### src/rtl/pred_pkg.sv
// Shared predictor definitions: branch-kind codes, reset fetch PC and the
// per-fetch metadata record that waits in the FIFO until EX resolves it.
package pred_pkg;

   localparam logic [2:0] NOT_JUMP      = 3'd0;
   localparam logic [2:0] DIRECT_JUMP   = 3'd1;
   localparam logic [2:0] CALL          = 3'd2;
   localparam logic [2:0] RETURN        = 3'd3;
   localparam logic [2:0] COND_BRANCH   = 3'd4;
   localparam logic [2:0] INDIRECT_JUMP = 3'd5;
   localparam logic [2:0] OTHER_JUMP    = 3'd6;

   localparam int          PRED_ADDR_W   = 30;
   localparam int          PRED_GH_W     = 14;
   localparam logic [29:0] PRED_RESET_PC = 30'h0700_0000;

   typedef struct packed {
      logic [PRED_ADDR_W-1:0] pc;
      logic [PRED_ADDR_W-1:0] npc;
      logic [PRED_GH_W-1:0]   gh_hashed;
      logic [2:0]             kind;
      logic                   taken;
   } pred_meta_t;

   localparam int PRED_META_W = $bits(pred_meta_t);

   // Field layout matches pred_meta_t for any address/history width.
   function automatic int meta_width(input int aw, input int gw);
      return 2 * aw + gw + 4;
   endfunction

endpackage

### src/rtl/pc_gen_stage_if.sv
// Fetch-PC stage bus: predictor inputs, EX redirect/pop controls and the
// fetch PC / metadata outputs. slave = the stage, master = its environment.
interface pc_gen_stage_if #(
   parameter int ADDR_WIDTH = 30,
   parameter int gh_width   = 14
);
   logic                  fetch_ready;
   logic [ADDR_WIDTH-1:0] npc_pdc;
   logic [2:0]            kind_pdc;
   logic                  taken_pdc;
   logic                  redirect_en;
   logic [ADDR_WIDTH-1:0] redirect_pc;
   logic [gh_width-1:0]   redirect_ghr;
   logic                  meta_pop;

   logic [ADDR_WIDTH-1:0] pc;
   logic                  pc_valid;
   logic [gh_width-1:0]   pc_gh_hashed;
   logic                  meta_valid;
   logic [ADDR_WIDTH-1:0] meta_pc;
   logic [ADDR_WIDTH-1:0] meta_npc;
   logic [gh_width-1:0]   meta_gh_hashed;
   logic [2:0]            meta_kind;
   logic                  meta_taken;
   logic                  meta_full;

   modport master (
      output fetch_ready, npc_pdc, kind_pdc, taken_pdc,
             redirect_en, redirect_pc, redirect_ghr, meta_pop,
      input  pc, pc_valid, pc_gh_hashed, meta_valid, meta_pc, meta_npc,
             meta_gh_hashed, meta_kind, meta_taken, meta_full
   );

   modport slave (
      input  fetch_ready, npc_pdc, kind_pdc, taken_pdc,
             redirect_en, redirect_pc, redirect_ghr, meta_pop,
      output pc, pc_valid, pc_gh_hashed, meta_valid, meta_pc, meta_npc,
             meta_gh_hashed, meta_kind, meta_taken, meta_full
   );
endinterface

### src/rtl/pred_meta_fifo.sv
// Synchronous FIFO for prediction metadata with a flush that empties it in
// one edge. Pointers carry an extra wrap bit to tell full from empty.
module pred_meta_fifo #(
   parameter int WIDTH = 8,
   parameter int DEPTH = 8
) (
   input  logic             clk,
   input  logic             rstn,
   input  logic             i_flush,
   input  logic             i_push,
   input  logic             i_pop,
   input  logic [WIDTH-1:0] i_din,
   output logic [WIDTH-1:0] o_dout,
   output logic             o_valid,
   output logic             o_full
);
   localparam int AW = $clog2(DEPTH);
   localparam int PW = AW + 1;

   logic [PW-1:0]    r_wptr;
   logic [PW-1:0]    r_rptr;
   logic [WIDTH-1:0] r_mem [DEPTH];

   logic w_empty;
   logic w_full;
   logic w_do_push;
   logic w_do_pop;

   assign w_empty   = (r_wptr == r_rptr);
   assign w_full    = (r_wptr[AW] != r_rptr[AW]) && (r_wptr[AW-1:0] == r_rptr[AW-1:0]);
   assign w_do_push = i_push & ~w_full & ~i_flush;
   assign w_do_pop  = i_pop & ~w_empty & ~i_flush;

   always_ff @(posedge clk or negedge rstn) begin
      if (!rstn) begin
         r_wptr <= '0;
         r_rptr <= '0;
      end else if (i_flush) begin
         r_wptr <= '0;
         r_rptr <= '0;
      end else begin
         if (w_do_push) r_wptr <= r_wptr + PW'(1);
         if (w_do_pop)  r_rptr <= r_rptr + PW'(1);
      end
   end

   always_ff @(posedge clk) begin
      if (w_do_push) r_mem[r_wptr[AW-1:0]] <= i_din;
   end

   // Storage is not reset; masking the head keeps the outputs at zero when empty.
   assign o_dout  = w_empty ? '0 : r_mem[r_rptr[AW-1:0]];
   assign o_valid = ~w_empty;
   assign o_full  = w_full;

endmodule

### src/rtl/pc_gen_stage.sv
// Fetch-PC generation: fetch PC, speculative GHR, hashed predictor index and
// metadata buffering. Define PC_GEN_PERF_CNT_EN to add redirect/stall counters.
module pc_gen_stage
   import pred_pkg::*;
#(
   parameter int                    ADDR_WIDTH = 30,
   parameter int                    gh_width   = 14,
   parameter logic [ADDR_WIDTH-1:0] RESET_PC   = ADDR_WIDTH'(PRED_RESET_PC),
   parameter int                    META_DEPTH = 8
) (
   input  logic                  clk,
   input  logic                  rstn,
   pc_gen_stage_if.slave         bus
`ifdef PC_GEN_PERF_CNT_EN
   ,
   output logic [31:0]           perf_redirects,
   output logic [31:0]           perf_stalls
`endif
);
   localparam int META_W = meta_width(ADDR_WIDTH, gh_width);

   logic [ADDR_WIDTH-1:0] r_pc;
   logic [gh_width-1:0]   r_ghr;
   logic                  r_pc_valid;

   logic                  w_accept;
   logic                  w_full;
   logic                  w_meta_valid;
   logic [gh_width-1:0]   w_hashed;
   logic [META_W-1:0]     w_push_data;
   logic [META_W-1:0]     w_head;

   assign w_hashed = r_pc[gh_width-1:0] ^ r_ghr;
   assign w_accept = r_pc_valid & bus.fetch_ready & ~w_full & ~bus.redirect_en;

   // Redirect beats accept; only real branches shift the history.
   always_ff @(posedge clk or negedge rstn) begin
      if (!rstn) begin
         r_pc       <= RESET_PC;
         r_ghr      <= '0;
         r_pc_valid <= 1'b0;
      end else begin
         r_pc_valid <= 1'b1;
         if (bus.redirect_en) begin
            r_pc  <= bus.redirect_pc;
            r_ghr <= bus.redirect_ghr;
         end else if (w_accept) begin
            r_pc <= bus.npc_pdc;
            if (bus.kind_pdc != NOT_JUMP) r_ghr <= {r_ghr[gh_width-2:0], bus.taken_pdc};
         end
      end
   end

   assign w_push_data = {r_pc, bus.npc_pdc, w_hashed, bus.kind_pdc, bus.taken_pdc};

   pred_meta_fifo #(
      .WIDTH (META_W),
      .DEPTH (META_DEPTH)
   ) u_meta_fifo (
      .clk     (clk),
      .rstn    (rstn),
      .i_flush (bus.redirect_en),
      .i_push  (w_accept),
      .i_pop   (bus.meta_pop),
      .i_din   (w_push_data),
      .o_dout  (w_head),
      .o_valid (w_meta_valid),
      .o_full  (w_full)
   );

   assign bus.pc           = r_pc;
   assign bus.pc_valid     = r_pc_valid;
   assign bus.pc_gh_hashed = w_hashed;
   assign bus.meta_valid   = w_meta_valid;
   assign bus.meta_full    = w_full;
   assign {bus.meta_pc, bus.meta_npc, bus.meta_gh_hashed, bus.meta_kind, bus.meta_taken} = w_head;

`ifdef PC_GEN_PERF_CNT_EN
   logic [31:0] r_perf_redirects;
   logic [31:0] r_perf_stalls;
   logic        w_stall;

   assign w_stall = r_pc_valid & ~bus.redirect_en & ~w_accept;

   // Saturating so long runs never wrap back to small values.
   always_ff @(posedge clk or negedge rstn) begin
      if (!rstn) begin
         r_perf_redirects <= '0;
         r_perf_stalls    <= '0;
      end else begin
         if (bus.redirect_en && (r_perf_redirects != 32'hFFFF_FFFF))
            r_perf_redirects <= r_perf_redirects + 32'd1;
         if (w_stall && (r_perf_stalls != 32'hFFFF_FFFF))
            r_perf_stalls <= r_perf_stalls + 32'd1;
      end
   end

   assign perf_redirects = r_perf_redirects;
   assign perf_stalls    = r_perf_stalls;
`endif

endmodule

### src/flat_wrapper.sv
// flat-port wrapper written by rule: the top's interface ports become plain ports
module pc_gen_stage_flat import pred_pkg::*;
#(
   parameter int                    ADDR_WIDTH = 30,
   parameter int                    gh_width   = 14,
   parameter logic [ADDR_WIDTH-1:0] RESET_PC   = ADDR_WIDTH'(PRED_RESET_PC),
   parameter int                    META_DEPTH = 8
)
  (clk, rstn, bus_fetch_ready, bus_npc_pdc, bus_kind_pdc, bus_taken_pdc, bus_redirect_en, bus_redirect_pc, bus_redirect_ghr, bus_meta_pop, bus_pc, bus_pc_valid, bus_pc_gh_hashed, bus_meta_valid, bus_meta_pc, bus_meta_npc, bus_meta_gh_hashed, bus_meta_kind, bus_meta_taken, bus_meta_full);
  pc_gen_stage_if #(.ADDR_WIDTH(ADDR_WIDTH), .gh_width(gh_width)) bus_i ();
  input  logic clk;
  input  logic rstn;
  input wire logic [$bits(bus_i.fetch_ready)-1:0] bus_fetch_ready;
  input wire logic [$bits(bus_i.npc_pdc)-1:0] bus_npc_pdc;
  input wire logic [$bits(bus_i.kind_pdc)-1:0] bus_kind_pdc;
  input wire logic [$bits(bus_i.taken_pdc)-1:0] bus_taken_pdc;
  input wire logic [$bits(bus_i.redirect_en)-1:0] bus_redirect_en;
  input wire logic [$bits(bus_i.redirect_pc)-1:0] bus_redirect_pc;
  input wire logic [$bits(bus_i.redirect_ghr)-1:0] bus_redirect_ghr;
  input wire logic [$bits(bus_i.meta_pop)-1:0] bus_meta_pop;
  output wire logic [$bits(bus_i.pc)-1:0] bus_pc;
  output wire logic [$bits(bus_i.pc_valid)-1:0] bus_pc_valid;
  output wire logic [$bits(bus_i.pc_gh_hashed)-1:0] bus_pc_gh_hashed;
  output wire logic [$bits(bus_i.meta_valid)-1:0] bus_meta_valid;
  output wire logic [$bits(bus_i.meta_pc)-1:0] bus_meta_pc;
  output wire logic [$bits(bus_i.meta_npc)-1:0] bus_meta_npc;
  output wire logic [$bits(bus_i.meta_gh_hashed)-1:0] bus_meta_gh_hashed;
  output wire logic [$bits(bus_i.meta_kind)-1:0] bus_meta_kind;
  output wire logic [$bits(bus_i.meta_taken)-1:0] bus_meta_taken;
  output wire logic [$bits(bus_i.meta_full)-1:0] bus_meta_full;
  assign bus_i.fetch_ready = bus_fetch_ready;
  assign bus_i.npc_pdc = bus_npc_pdc;
  assign bus_i.kind_pdc = bus_kind_pdc;
  assign bus_i.taken_pdc = bus_taken_pdc;
  assign bus_i.redirect_en = bus_redirect_en;
  assign bus_i.redirect_pc = bus_redirect_pc;
  assign bus_i.redirect_ghr = bus_redirect_ghr;
  assign bus_i.meta_pop = bus_meta_pop;
  assign bus_pc = bus_i.pc;
  assign bus_pc_valid = bus_i.pc_valid;
  assign bus_pc_gh_hashed = bus_i.pc_gh_hashed;
  assign bus_meta_valid = bus_i.meta_valid;
  assign bus_meta_pc = bus_i.meta_pc;
  assign bus_meta_npc = bus_i.meta_npc;
  assign bus_meta_gh_hashed = bus_i.meta_gh_hashed;
  assign bus_meta_kind = bus_i.meta_kind;
  assign bus_meta_taken = bus_i.meta_taken;
  assign bus_meta_full = bus_i.meta_full;
  pc_gen_stage #(.ADDR_WIDTH(ADDR_WIDTH), .gh_width(gh_width), .RESET_PC(RESET_PC), .META_DEPTH(META_DEPTH)) u_core (.clk(clk), .rstn(rstn), .bus(bus_i));
endmodule
### config.mk
export PLATFORM = sky130hd
export DESIGN_NAME = pc_gen_stage_flat
export DESIGN_NICKNAME = d
export VERILOG_FILES = /design/src/rtl/pred_pkg.sv /design/src/rtl/pc_gen_stage_if.sv /design/src/rtl/pred_meta_fifo.sv /design/src/rtl/pc_gen_stage.sv /design/src/flat_wrapper.sv
export SDC_FILE = /design/constraint.sdc
export NUM_CORES = 1
export LEC_CHECK = 0
export ABC_AREA = 1
export CAP_MARGIN = 20
export CORE_MARGIN = 1
export CORE_UTILIZATION = 53
export DETAILED_ROUTE_END_ITERATION = 7
export GPL_TIMING_DRIVEN = 0
export PLACE_DENSITY_LB_ADDON = 0.3
export SYNTH_ARGS = -nofsm -noshare
export SYNTH_HDL_FRONTEND = slang
export SYNTH_SLANG_ARGS = --single-unit
export TNS_END_PERCENT = 5
### constraint.sdc
create_clock -name clk -period 7.42 [get_ports clk]
set_input_delay 1.484 -clock clk [delete_from_list [all_inputs] [get_ports clk]]
set_output_delay 1.484 -clock clk [all_outputs]
set_load 0.1 [all_outputs]
Word level (Yosys, flattened, before mapping)
Memory sizes are Yosys's and may differ from the RTL's.
Index checks and enable logic that the tools add are counted.
{"block": "totals", "reg_bits": 53, "ramBits": 624, "in_bits": 83, "out_inout_bits": 125, "word_cells": 41, "n_memories": 1}
{"memory": "u_core.u_meta_fifo.r_mem", "depth": 8, "word_bits": 78, "read_ports": 1, "rd_clocked_by_memory_dff": 0, "write_ports": 1, "line_no": "pred_meta_fifo.sv:22", "text": "logic [WIDTH-1:0] r_mem [DEPTH];"}
{"block": "op_classes", "addsub": 2, "n_eq_ne": 3, "muxes": 12, "bitwise_logic": 11, "n_reduce_logical": 7}
{"operator": "78-bit two-way mux", "n": 1}
{"operator": "30-bit two-way mux", "n": 2}
{"operator": "14-bit two-way mux", "n": 3}
{"operator": "4-bit two-way mux", "n": 4}
{"operator": "14-bit XOR", "n": 1}
{"operator": "4-bit by 1-bit adder with 4-bit output (second input constant)", "n": 2}
{"operator": "2-bit nonzero test", "n": 4}
{"operator": "1-bit bitwise AND", "n": 7}
{"operator": "4-bit equality test", "n": 1}
{"operator": "3-bit equality test", "n": 1}
{"operator": "1-bit inverter", "n": 3}
{"operator": "3-bit nonzero test", "n": 1}
{"operator": "1-bit two-way mux", "n": 2}
{"operator": "2-bit AND reduction", "n": 1}
{"operator": "1-bit logical AND", "n": 1}
{"operator": "1-bit != test", "n": 1}

Logic depth before layout (Yosys ltp)
{"block": "logic_depth", "depth_word": 9, "mapped_depth": 11, "mapped_depth_nobuf": 9}

By module
A second synthesis with hierarchy kept.
{"block": "unflattened", "hier_cells": 2298, "hier_area_um2": 27601.5}
{"module": "pred_meta_fifo", "n_inst": 1, "cells_per_inst": 1943, "area_each_um2": 25107.8, "seq_area_each_um2": 18938.2}
{"module": "pc_gen_stage", "n_inst": 1, "cells_per_inst": 355, "area_each_um2": 2493.6, "seq_area_each_um2": 1129.8}

Worst setup path after synthesis
No wires, ideal clock.
{"block": "synth_timing", "path_kind": "input port to flip-flop", "start": "in bus_redirect_en", "end": "mem u_core.u_meta_fifo.r_mem[7][0] (netlist name), enable pin", "setup_ns": 0.610, "arrival_time_ns": 7.224, "required_time_ns": 6.810, "slack_ns": -0.414, "path_stages": 3, "path_buffers": 2, "cell_sequence": "clkbuf_1 > clkbuf_1 > nor3_1"}
{"block": "synth_via", "elab_chain_len": 6}
{"item": "start, declared", "line_no": "flat_wrapper.sv:17", "text": "input wire logic [$bits(bus_i.redirect_en)-1:0] bus_redirect_en;"}
{"item": "1-bit inverter *", "line_no": "pred_meta_fifo.sv:31, pc_gen_stage.sv:34"}
{"item": "1-bit bitwise AND", "line_no": "pc_gen_stage.sv:34", "text": "assign w_accept = r_pc_valid & bus.fetch_ready & ~w_full & ~bus.redirect_en;"}
{"item": "1-bit bitwise AND", "line_no": "pred_meta_fifo.sv:31", "text": "assign w_do_push = i_push & ~w_full & ~i_flush;"}
{"item": "1-bit bitwise AND *", "line_no": "pred_meta_fifo.sv:31"}
{"item": "1-bit two-way mux *", "line_no": "pred_meta_fifo.sv:48", "text": "if (w_do_push) r_mem[r_wptr[AW-1:0]] <= i_din;"}
{"item": "1-bit two-way mux (not written as such) *", "line_no": "pred_meta_fifo.sv:48"}
{"item": "end, declared", "line_no": "pred_meta_fifo.sv:22"}
Mark *: on every way between the ends. The rest lies on a longest branch, timed or not.

Worst setup path in the final report
{"block": "layout_timing", "start": "reg u_core.u_meta_fifo.r_rptr[1]", "end": "out bus_meta_pc[26]"}
{"block": "layout_via", "elab_chain_len": 2, "elab_cells_between_ends": 3, "cone_classes": "eq/ne: 1; mux: 1; memory: 1"}
{"item": "start, declared", "line_no": "pred_meta_fifo.sv:21", "text": "logic [PW-1:0] r_rptr;"}
{"item": "start signal, assigned", "line_no": "pred_meta_fifo.sv:43", "text": "if (w_do_pop) r_rptr <= r_rptr + PW'(1);"}
{"item": "memory 8 x 78 bit or 4-bit equality test (tied branches)"}
{"item": "78-bit two-way mux *", "line_no": "pred_meta_fifo.sv:52", "text": "assign o_dout = w_empty ? '0 : r_mem[r_rptr[AW-1:0]];"}
{"item": "end, declared", "line_no": "flat_wrapper.sv:25", "text": "output wire logic [$bits(bus_i.meta_pc)-1:0] bus_meta_pc;"}
Marked as above.

==> key figures <==
Outcome
  • Outcome: completed

Placed design
  • Final GP Congestion: 0.914
  • DPL Wire Length: 50.5 mm
  • Placed cells: 3,104
  • Port Buf Inserts: 207

Floorplanning
  • Std cell rows: 82
  • Core ar.: 50,200 sq um
  • DIE HEIGHT: 228 um
  • Initial Util: 0.538
  • IO Count: 208
  • DIE AREA: 51,800 sq um
  • Die W: 228 um

Drt
  • Post-route ant nets: 0
  • DR WL/cell: 23.8 um
  • DR vias: 19,500
  • DRC: 0
  • First-pass detailed-route iteration total: 5
  • Vias per cell: 6.04
  • Drt total wl: 76.8 mm
  • DR iter-0 viols: 2,489

Clock tree
  • Reg clk slew, reported paths: 0.06 ns
  • Root buffer cell: clkbuf_16
  • Max clock buf depth: 3
  • Post-CTS setup buffers: 0
  • CTS tree: built
  • Worst-Skew Late Latency: 0.61 ns
  • CTS H-tree lvls: 3
  • CTS Hold Bufs: 0
  • CTS Buf Count: 69
  • # clock sinks: 677
  • CTS resizes: 0

Power and ir drop
  • VDD IR max: 0.172 mV
  • Pwr Density: 317 nW/um^2
  • Leak Pwr: 11.6 nW

Setup path
  • Critical path data required time: 5.94 ns
  • Arrival time worst endpoint: 4.30 ns
  • Critical path type: reg -> out
  • CP startpoint kind: flop
  • CP endpoint kind: output port
  • CP Max Fanout: 10

Timing
  • Final hold violations: 0
  • Final slew viol count: 0
  • RSZ-0062 raised after global routing: no
  • Slew headroom: 0.278
  • FMAX: 0.173 GHz
  • Worst hold margin: 0.522 ns
  • Final period util: 0.779
  • Final TNS setup: 0 ns
  • Worst-Margin Slew: 1.08 ns
  • Final min period: 5.78 ns
  • Setup violations, final: 0
  • Clk_skew: 0.0307 ns

Finish
  • Area Growth Syn to Fin: 21.5%
  • Utilization after layout: 0.654
  • Layout Cells excl Fill: 3,230
  • Layout cells sized above 1: 0.0821
  • Fin nets: 2,588

Synthesis
  • FFs w/ async S/R, synth: 0.0783
  • Syn_area_per_cell: 12.3 sq um
  • Post-synthesis sequential area ratio: 0.743
  • Yosys reg bits: 677
  • Synth Cell Area: 27,000 sq um
  • Largest cells by area after synthesis: edfxtp_1 69%, nor2_1 6.6%, o21ai_0 6.3%, dfrtp_1 4.6%, o22ai_1 3.6%
  • Post-synthesis cell type count: 26
  • Most used DFF post-synth: edfxtp_1
  • Most frequent cell after synthesis: edfxtp_1
  • Post-Syn Instances: 2,200
  • Cell taking the most area after synthesis: edfxtp_1
  • EDFF count, synth: 624
  • YS warnings: 0
  • Most common library cells after synthesis: 624 x edfxtp_1, 477 x nor2_1, 340 x o21ai_0
  • Syn Nets: 2,285
  • Share of the synthesized area in the top cell type: 0.694

Global routing
  • GRT Total Usage: 0.302
  • Vias in the first global route: 18,900
  • Largest net degree at the start of global routing: 30
  • Gr ovfl total: 0
  • Initial antenna violation count: 3
  • First-pass GRT wire length: 114 mm

Worst hold path
  • Worst min-delay path class: reg -> reg

Run
  • Max-cap check violation count: 0
[worst paths after layout]
path / start / endpoint / slack, ns / cells after the start
worst max-delay path: u_core.u_meta_fifo.r_rptr[1] / bus_meta_pc[26] / 1.64 / 8
worst min-delay path: u_core.r_ghr[9] / u_core.r_ghr[9] / 0.52 / 2
worst max register to register: u_core.u_meta_fifo.r_rptr[1] / u_core.u_meta_fifo.r_mem[2][42] / 3.99 / 9
worst min register to register: u_core.r_ghr[9] / u_core.r_ghr[9] / 0.52 / 2
max in group asynchronous: rstn / u_core.bus.pc[26] / 5.83 / 2
min in group asynchronous: rstn / u_core.u_meta_fifo.r_rptr[0] / 0.92 / 1
[cells in the final DEF (no fill, tap or decap), types with 18 or more instances in the layout]
| cell | netlist | routed |
|---|---|---|
| nand3_1 | 54 | 54 |
| o21ai_0 | 340 | 340 |
| nand2_1 | 244 | 244 |
| clkbuf_16 | 0 | 71 |
| buf_2 | 51 | 52 |
| clkdlybuf4s50_1 | 0 | 206 |
| dfrtp_1 | 50 | 50 |
| edfxtp_1 | 624 | 624 |
| o22ai_1 | 156 | 156 |
| xor2_1 | 18 | 18 |
| clkbuf_1 | 83 | 99 |
| o21ai_1 | 54 | 54 |
| nor2_1 | 477 | 470 |
[cell type report]
class	instances	area, sq um
Tap cell	672	841
Clock inverter	36	439
Clock buffer	89	1860
Fill cell	3524	17400
Inverter	12	47.5
Multi-Input combinational cell	1357	6240
Timing Repair Buffer	232	2600
Buffer	154	703
Sequential cell	677	20100
Antenna cell	1	2.50
[cells by family (layout without fill, tap and decap cells)]
kind of cell | Yosys count | in the layout | share of synthesized area
other | 1 | 2 | 0.000139
adders and majority gates | 2 | 2 | 0.000927
xor gates and xnor gates | 19 | 19 | 0.00616
buffers and inverters | 166 | 523 | 0.0278
and+or+nand+nor | 784 | 784 | 0.112
DFF | 677 | 677 | 0.743
AOI/OAI and AO/OA | 551 | 551 | 0.109
[flip-flops by register name, summed over array words and instances (netlist names)]
signal and cells:
u_core.r_ghr 14, u_core.bus.pc_valid 1, u_core.bus.pc 30, u_core.u_meta_fifo.r_rptr 4, u_core.u_meta_fifo.r_wptr 4, u_core.u_meta_fifo.r_mem 624
[metal layers]
metal,global-route usage,up-vias,part of all wire
met2,0.470,1214,0.47
met1,0.396,9537,0.37
li1,-,8550,-
met3,0.0766,201,0.11
met4,0.151,2,0.046
met5,0,-,0.00013
[power breakdown]
| part | leakage, nW | switching (W) | internal (W) | total (W) |
|---|---|---|---|---|
| logic | 4.13 | 0.00190 | 0.000542 | 0.00244 |
| registers | 6.30 | 0.000111 | 0.00431 | 0.00442 |
| clock network | 1.12 | 0.00144 | 0.00210 | 0.00354 |
| total | 11.6 | 0.00345 | 0.00695 | 0.0104 |
[worst max-delay path, cell delays in order (launching register included)]
cell,delay (ns)
dfrtp_1,0.55
inv_2,0.14
clkbuf_1,0.69
clkbuf_1,0.43
o21ai_0,0.20
o22ai_1,0.19
nor2_1,0.08
nor2_1,0.22
clkdlybuf4s50_1,1.17
[per-stage QoR]
stage                     setup slack, ns  instance area (sq um)  power (W)
after floorplan                      1.66                  27000    0.00615
after global placement              -2.01                  29900    0.00688
after detailed placement             2.40                  30500    0.00691
after CTS                            1.72                  32800     0.0104
after global routing                 1.54                  32800     0.0107
final                                1.64                  32800     0.0104
Power figures use the tool's default switching activity.
